**src/rtl/spi_pkg.sv**
```systemverilog
// Shared SPI definitions: byte width, mode-0 idle levels and receiver FSM states.
// Reusable by both the receive and transmit sides of the display link.
package spi_pkg;

  localparam int SPI_BYTE_W = 8;

  localparam logic SCLK_IDLE = 1'b0;
  localparam logic SS_IDLE   = 1'b1;

  typedef enum logic [0:0] {
    IDLE = 1'b0,
    RECV = 1'b1
  } rx_state_t;

endpackage

```
**src/rtl/spi_sseg_rx_sync_edge.sv**
```systemverilog
// Multi-stage synchronizer for one asynchronous pin, with a history flop
// that produces single-cycle rise/fall pulses on the synchronized level.
module sync_edge #(
  parameter int   STAGES  = 2,
  parameter logic RST_VAL = 1'b0
) (
  input  logic clk,
  input  logic rst_n,
  input  logic din,
  output logic q,
  output logic rise,
  output logic fall
);

  logic [STAGES-1:0] chain;
  logic              hist;

  // Reset preloads the idle level so no spurious edge follows reset release.
  always_ff @(posedge clk or negedge rst_n) begin
    if (!rst_n) begin
      chain <= {STAGES{RST_VAL}};
      hist  <= RST_VAL;
    end else begin
      chain <= {chain[STAGES-2:0], din};
      hist  <= chain[STAGES-1];
    end
  end

  assign q    = chain[STAGES-1];
  assign rise = q & ~hist;
  assign fall = ~q & hist;

endmodule

```
**src/rtl/spi_sseg_rx.sv**
```systemverilog
// SPI mode-0 slave receiver: oversamples the link, assembles MSB-first bytes
// into WORD_BYTES-byte words and flags frames that end mid-byte or mid-word.
module spi_sseg_rx
  import spi_pkg::*;
#(
  parameter int WORD_BYTES  = 4,
  parameter int SYNC_STAGES = 2
) (
  input  logic                    clk,
  input  logic                    rst_n,
  input  logic                    sclk,
  input  logic                    ss,
  input  logic                    sdi,
  output logic [SPI_BYTE_W-1:0]   byte_dat,
  output logic                    byte_vld,
  output logic [8*WORD_BYTES-1:0] word_dat,
  output logic                    word_vld,
  output logic                    frm_err,
  output logic                    busy
);

  localparam int WORD_W = SPI_BYTE_W * WORD_BYTES;
  localparam int BC_W   = (WORD_BYTES > 1) ? $clog2(WORD_BYTES) : 1;
  localparam logic [BC_W-1:0] LAST_BYTE = BC_W'(WORD_BYTES - 1);

  rx_state_t             state;
  logic [SPI_BYTE_W-1:0] shift;
  logic [2:0]            bit_cnt;
  logic [BC_W-1:0]       byte_cnt;
  logic [WORD_W-1:0]     word_acc;

  logic sclk_rise, ss_rise, ss_fall, sdi_q;
  logic sclk_q_unused, sclk_fall_unused, ss_q_unused;
  logic sdi_rise_unused, sdi_fall_unused;

  sync_edge #(.STAGES(SYNC_STAGES), .RST_VAL(SCLK_IDLE)) u_sync_sclk (
    .clk(clk), .rst_n(rst_n), .din(sclk),
    .q(sclk_q_unused), .rise(sclk_rise), .fall(sclk_fall_unused)
  );

  sync_edge #(.STAGES(SYNC_STAGES), .RST_VAL(SS_IDLE)) u_sync_ss (
    .clk(clk), .rst_n(rst_n), .din(ss),
    .q(ss_q_unused), .rise(ss_rise), .fall(ss_fall)
  );

  sync_edge #(.STAGES(SYNC_STAGES), .RST_VAL(1'b0)) u_sync_sdi (
    .clk(clk), .rst_n(rst_n), .din(sdi),
    .q(sdi_q), .rise(sdi_rise_unused), .fall(sdi_fall_unused)
  );

  logic [SPI_BYTE_W-1:0] full_byte;
  logic [WORD_W-1:0]     next_acc;
  logic [2:0]            bit_cnt_nxt;
  logic [BC_W-1:0]       byte_cnt_nxt;
  logic                  byte_done, word_done;

  // Post-sample counters; the end-of-frame check looks at these so a sample
  // coinciding with ss rise is accounted for before deciding on frm_err.
  always_comb begin
    full_byte    = {shift[SPI_BYTE_W-2:0], sdi_q};
    next_acc     = (word_acc << SPI_BYTE_W) | WORD_W'(full_byte);
    bit_cnt_nxt  = bit_cnt;
    byte_cnt_nxt = byte_cnt;
    byte_done    = 1'b0;
    word_done    = 1'b0;
    if (sclk_rise) begin
      if (bit_cnt == 3'd7) begin
        bit_cnt_nxt = 3'd0;
        byte_done   = 1'b1;
        if (byte_cnt == LAST_BYTE) begin
          byte_cnt_nxt = '0;
          word_done    = 1'b1;
        end else begin
          byte_cnt_nxt = byte_cnt + 1'b1;
        end
      end else begin
        bit_cnt_nxt = bit_cnt + 3'd1;
      end
    end
  end

  always_ff @(posedge clk or negedge rst_n) begin
    if (!rst_n) begin
      state    <= IDLE;
      shift    <= '0;
      bit_cnt  <= '0;
      byte_cnt <= '0;
      word_acc <= '0;
      byte_dat <= '0;
      byte_vld <= 1'b0;
      word_dat <= '0;
      word_vld <= 1'b0;
      frm_err  <= 1'b0;
    end else begin
      byte_vld <= 1'b0;
      word_vld <= 1'b0;
      frm_err  <= 1'b0;
      case (state)
        IDLE: begin
          if (ss_fall) begin
            state    <= RECV;
            bit_cnt  <= '0;
            byte_cnt <= '0;
            word_acc <= '0;
          end
        end
        RECV: begin
          if (sclk_rise) begin
            shift <= full_byte;
          end
          bit_cnt  <= bit_cnt_nxt;
          byte_cnt <= byte_cnt_nxt;
          if (byte_done) begin
            byte_dat <= full_byte;
            byte_vld <= 1'b1;
            word_acc <= next_acc;
          end
          if (word_done) begin
            word_dat <= next_acc;
            word_vld <= 1'b1;
          end
          // Partial byte/word is simply dropped; the next ss fall restarts counting.
          if (ss_rise) begin
            state    <= IDLE;
            frm_err  <= (bit_cnt_nxt != 3'd0) || (byte_cnt_nxt != '0);
            bit_cnt  <= '0;
            byte_cnt <= '0;
          end
        end
        default: state <= IDLE;
      endcase
    end
  end

  assign busy = (state == RECV);

endmodule

```
**config.mk**
```make
export PLATFORM = sky130hd
export DESIGN_NAME = spi_sseg_rx
export DESIGN_NICKNAME = d
export VERILOG_FILES = /design/src/rtl/spi_pkg.sv /design/src/rtl/spi_sseg_rx_sync_edge.sv /design/src/rtl/spi_sseg_rx.sv
export SDC_FILE = /design/constraint.sdc
export NUM_CORES = 1
export LEC_CHECK = 0
export ABC_AREA = 1
export CAP_MARGIN = 20
export CORE_MARGIN = 2
export CORE_UTILIZATION = 55
export CTS_CLUSTER_SIZE = 24
export DETAILED_ROUTE_END_ITERATION = 8
export PLACE_DENSITY_LB_ADDON = 0.08
export SYNTH_ARGS = -nofsm -noshare
export SYNTH_HDL_FRONTEND = slang
export SYNTH_SLANG_ARGS = --single-unit
```
**constraint.sdc**
```tcl
create_clock -name clk -period 4 [get_ports clk]
set_clock_uncertainty 0.05 [all_clocks]
set_input_delay 0.6 -clock clk [delete_from_list [all_inputs] [get_ports clk]]
set_output_delay 0.6 -clock clk [all_outputs]
set_load 0.005 [all_outputs]
```
; ---- Yosys cells after proc, flatten, opt, wreduce, memory -nomap -nowiden
; Index checks and enable logic that the tools add are counted.
; W data, S select, Z words.
[word_totals]
reg_bits = 88
input_bits = 5
output_inout_bits = 44
[op_classes]
mux = 28
n_bitwise = 8
n_eq_ne = 4
n_reduce_logical = 7
add_sub_neg = 2
[ops]
columns = operator, n
row1 = $mux W24, 2
row2 = $pmux W24 S2, 1
row3 = $or A32 B8 Y32, 1
row4 = $mux W1, 13
row5 = $mux W3, 4
row6 = $mux W2, 5
row7 = $reduce_and A2 Y1, 4
row8 = $pmux W3 S2, 1
row9 = $not A1 Y1, 4
row10 = $pmux W2 S2, 1
row11 = $add A3 B1 Y3 const B, 1
row12 = $and A1 B1 Y1, 3
row13 = $eq A3 B3 Y1 const B, 1
row14 = $reduce_bool A3 Y1, 1
row15 = $add A2 B1 Y2 const B, 1
row16 = $eq A2 B2 Y1 const B, 1
row17 = $ne A2 B1 Y1 const B, 1
row18 = $ne A2 B2 Y1 const B, 1
row19 = $pmux W1 S2, 1
row20 = $reduce_bool A2 Y1, 1
row21 = $logic_or A1 B1 Y1, 1

; ---- Depth between registers and ports, before layout
[depth]
word_depth = 8
mapped_depth = 9
ltp_nobuf = 9

; ---- Modules after synthesis
; From an unflattened synthesis, not the netlist that was laid out.
[unflattened]
cells_unflattened = 322
hier_area_um2 = 3460.8
[by_module_without_submodules]
columns = module, instances, cells_per_inst, area_per_inst_um2, seq_area_each_um2
row1 = spi_sseg_rx, 1, 301, 3186.8, 2001.9
row2 = sync_edge (u_sync_sclk ...), 2, 7, 90.1, 75.1
row3 = sync_edge (u_sync_ss), 1, 7, 93.8, 78.8

; ---- Worst setup path after synthesis
; OpenSTA, ideal clock, no wires.
[synth_timing]
kind = reg-to-reg
start = register bit_cnt[0]
end = register word_dat[16]
path_slack_ns = 2.537
synth_period_minus_slack_ns = 1.463
arrival_ns = 1.295
setup_ns = 0.118
t_required_ns = 3.832
stages_incl_launch_ff = 8
n_path_buf = 1
path_cell_list = dfrtp_1 ha_1 ha_1 nand2_4 clkinv_4 nand2_8 buf_6 o21ai_2
[synth_via]
elab_chain_len = 4
[synth_lines]
columns = element, line
row1 = "start, declared", spi_sseg_rx.sv:28  ; logic [2:0] bit_cnt;
row2 = "start signal, assigned", spi_sseg_rx.sv:111  ; bit_cnt <= bit_cnt_nxt;
row3 = $eq A3 B3 Y1, spi_sseg_rx.sv:67  ; if (bit_cnt == 3'd7) begin
row4 = $mux W1, spi_sseg_rx.sv:67
row5 = $mux W1, spi_sseg_rx.sv:66  ; if (sclk_rise) begin
row6 = $reduce_and A2 Y1 (no line), n/a
row7 = "end signal, assigned", spi_sseg_rx.sv:119  ; word_dat <= next_acc;
row8 = "end, declared", spi_sseg_rx.sv:16  ; output logic [8*WORD_BYTES-1:0] word_dat,
; No other way between the ends.
; A chain may end at the register's enable or synchronous reset.

; ---- Final worst setup path
[layout_timing]
start = register bit_cnt[0]
end = register word_acc[1]
[layout_via]
elab_chain_len = 5
[layout_lines]
columns = element, line
row1 = $eq A3 B3 Y1, spi_sseg_rx.sv:67
row2 = $mux W1, spi_sseg_rx.sv:67
row3 = $mux W1, spi_sseg_rx.sv:66
row4 = $ne A2 B1 Y1 (no line), n/a
row5 = $reduce_and A2 Y1 (no line), n/a
row6 = "end signal, assigned", spi_sseg_rx.sv:116  ; word_acc <= next_acc;
row7 = "end, declared", spi_sseg_rx.sv:30  ; logic [WORD_W-1:0] word_acc;
; No other way between the ends.

==> summary.md <==
| Metric | Value |
|---|---|
| Count of final setup violators | `0` |
| CTS Buffer Depth | `2` |
| Yosys warnings | `0` |
| Min-Delay Path Class | `in2async` |
| Clk pin slew, worst setup/hold paths | `0.08 ns` |
| CP startpoint kind | `register` |
| Layout area overhead | `20.61%` |
| Setup crit end kind | `register` |
| Residual DRC | `0` |
| Total Nets Final | `374` |
| Power share of the clock group | `35.2%` |
| Hold Buf Count CTS | `0` |
| Final TNS setup | `0 ns` |
| Number of synthesized flops with an enable pin | `0` |
| Synthesized cell area | `0.003431 mm^2` |
| Post-synth ARST share | `100.0%` |
| Worst-skew pair later-pin latency | `0.34 ns` |
| Syn nets | `325` |
| CTS resizes | `0` |
| DR pass1 iterations | `5` |
| Share of layout cells above drive strength 1 | `15.14%` |
| Setup bufs post-CTS | `0` |
| Root Driver | `clkbuf_8` |
| Post-DR vias/cell | `5.128` |
| Slew Limit Fails | `0` |
| Max Fclk | `486.2 MHz` |
| Finished Core Util | `69.07%` |
| Pwr/cell area | `412.8 mW/mm^2` |
| Pin count of the biggest net entering global routing | `89` |
| Post-Synthesis Cells | `316` |
| Arr. time, crit path | `2.25 ns` |
| N_diodes | `0` |
| Final-report hold violation count | `0` |
| Synthesized flop and latch total | `88` |
| Post-synth cell types | `18` |
| Final period util | `51.42%` |
| Wire per inst | `13.84 um` |
| DP Wirelength | `4.112 mm` |
| H-Tree Depth | `3` |
| Final total power | `1708 uW` |
| Placed instance area | `0.003913 mm^2` |
| Ys flop type | `dfrtp_1` |
| Drt total wl | `6.157 mm` |
| Req. time, crit path | `4.20 ns` |
| Int Power | `1284 uW` |
| Synth area leaders | `dfrtp_1, nand2_1, o21ai_2` |
| CTS Sinks | `88` |
| Die area | `0.006886 mm^2` |
| Gr usage total | `19.29%` |
| Antenna violations before repair | `0` |
| Post-layout min period | `2.057 ns` |
| Finished Cell Area | `0.004138 mm^2` |
| Synth area leader | `dfrtp_1` |
| Gr ovfl total | `0` |
| PortBufs | `48` |
| Initial core utilization | `57.27%` |
| Via count | `2282` |
| First-pass GRT wire length | `10.65 mm` |
| Max-cap viol count | `0` |
| Share of power burned in registers | `56.7%` |
| Die H | `82.98 um` |
| WHS | `0.03592 ns` |
| Starting DRT DRC Count | `133` |
| Top cell type's share of synthesized area | `62.00%` |
| GPL Wtd Cong | `0.8390` |
| Slew HR | `53.11%` |
| Vias in the first global route | `2236` |
| Maximum vdd drop | `0.2549 mV` |
| Syn avg cell area | `10.86 um^2` |
| P_leak | `0.001961 uW` |
| Total CTS buffers | `9` |
| Sw Pwr | `424.2 uW` |
| Crit Path Class | `reg2reg` |
| Fillcell total | `459` |
| Sequential area share after synthesis | `64.30%` |
| Slew @ Worst Pin | `0.7017 ns` |
| Switching Share | `24.83%` |
| Status | `completed` |
| Combinational share of power | `8.1%` |
| Post-DRT Antenna Nets | `0` |
| Row count | `28` |
| RSZ-0062 raised after global routing | `false` |
| Core area | `0.005991 mm^2` |
| I/O pin count | `49` |
| Die Wd | `82.98 um` |
| TritonCTS clock tree | `done` |
| Crit Path Max Fanout | `26` |
-- cells in the final DEF, fill, tap and decap left out, types with 3 or more instances in the layout --
cell	n
o21ai_0	17
clkbuf_8	10
nand3_1	7
dfstp_2	3
o22ai_1	21
nand2_1	82
clkdlybuf4s50_1	47
o21ai_2	31
nor2_1	4
ha_1	4
inv_1	46
dfrtp_1	85
-- area by class of cell --
| cell class | count | area, um^2 | share of cell area (%) |
|---|---|---|---|
| Clock buffer | 11 | 141.4 | 3.417 |
| Clock inverter | 5 | 56.30 | 1.361 |
| Inverter | 47 | 181.4 | 4.385 |
| Multi-Input combinational cell | 170 | 953.4 | 23.04 |
| Sequential cell | 88 | 2206 | 53.31 |
| Tap cell | 75 | 93.84 | 2.268 |
| Timing Repair Buffer | 49 | 505.5 | 12.22 |
-- path summary, 6_finish.rpt --
check,slack [ns],start,cells after the start,to
worst max-delay path,1.94,bit_cnt[0],5,word_acc[1]
worst min-delay path,0.04,rst_n,1,word_dat[15]
worst max register to register,1.94,bit_cnt[0],5,word_acc[1]
worst min register to register,0.30,u_sync_sdi.chain[0],0,u_sync_sdi.chain[1]
max in group asynchronous,3.23,rst_n,2,u_sync_ss.hist
min in group clk,0.30,u_sync_sdi.chain[0],0,u_sync_sdi.chain[1]
-- power groups by stage --
stage	Combinational, uW	Sequential (uW)	Clock (uW)
final	138	968	601
after global routing	162	975	656
after CTS	138	968	618
after detailed placement	137	985	0
after global placement	130	982	0
after floorplan	85.2	976	0
-- cells in the mapped netlist (2+ instances only) --
cell type and instances:
o22ai_1 21, inv_1 46, nand2_1 82, o21ai_0 17, nor2_1 4, o21ai_2 31
buf_6 6, dfrtp_1 85, dfstp_2 3, ha_1 4, buf_2 3, clkbuf_1 2
nand3_1 7
-- registers in the layout, summed over array words and instances, names as in the netlist, 2 cells and up --
signal / count
u_sync_ss.chain: 2
byte_dat: 8
shift: 7
bit_cnt: 3
word_dat: 32
u_sync_sclk.chain: 2
word_acc: 24
byte_cnt: 2
u_sync_sdi.chain: 2
-- through the flow --
stage	instances	setup slack, ns
3_3_place_gp	428	2.021
6_report	445	1.943
5_1_grt	445	1.673
3_5_place_dp	428	1.939
4_1_cts	444	1.907
2_1_floorplan	316	2.537
-- critical path, stage by stage, from the launching register on --
cell and delay [ns]:
dfrtp_1 0.38, ha_1 0.22, ha_1 0.22, nand2_4 0.26, nand2_1 0.49, o21ai_0 0.34
-- layer usage --
layer	up-vias	wire, um	part of all wire, %	track usage, %
li1	1110	-	-	-
met1	1101	2967	48	27.69
met2	59	2824	46	28.67
met3	12	242	3.9	4.274
met4	0	122	2.0	8.048
met5	-	0	0	0
-- logic make-up after synthesis --
family / count (synthesis) / synth area share, %
flops: 88 / 64.30
fa+ha+maj: 4 / 1.459
simple gates: 97 / 12.11
buf+inv: 58 / 7.914
compound gates: 69 / 14.22
Power figures use the tool's default switching activity.
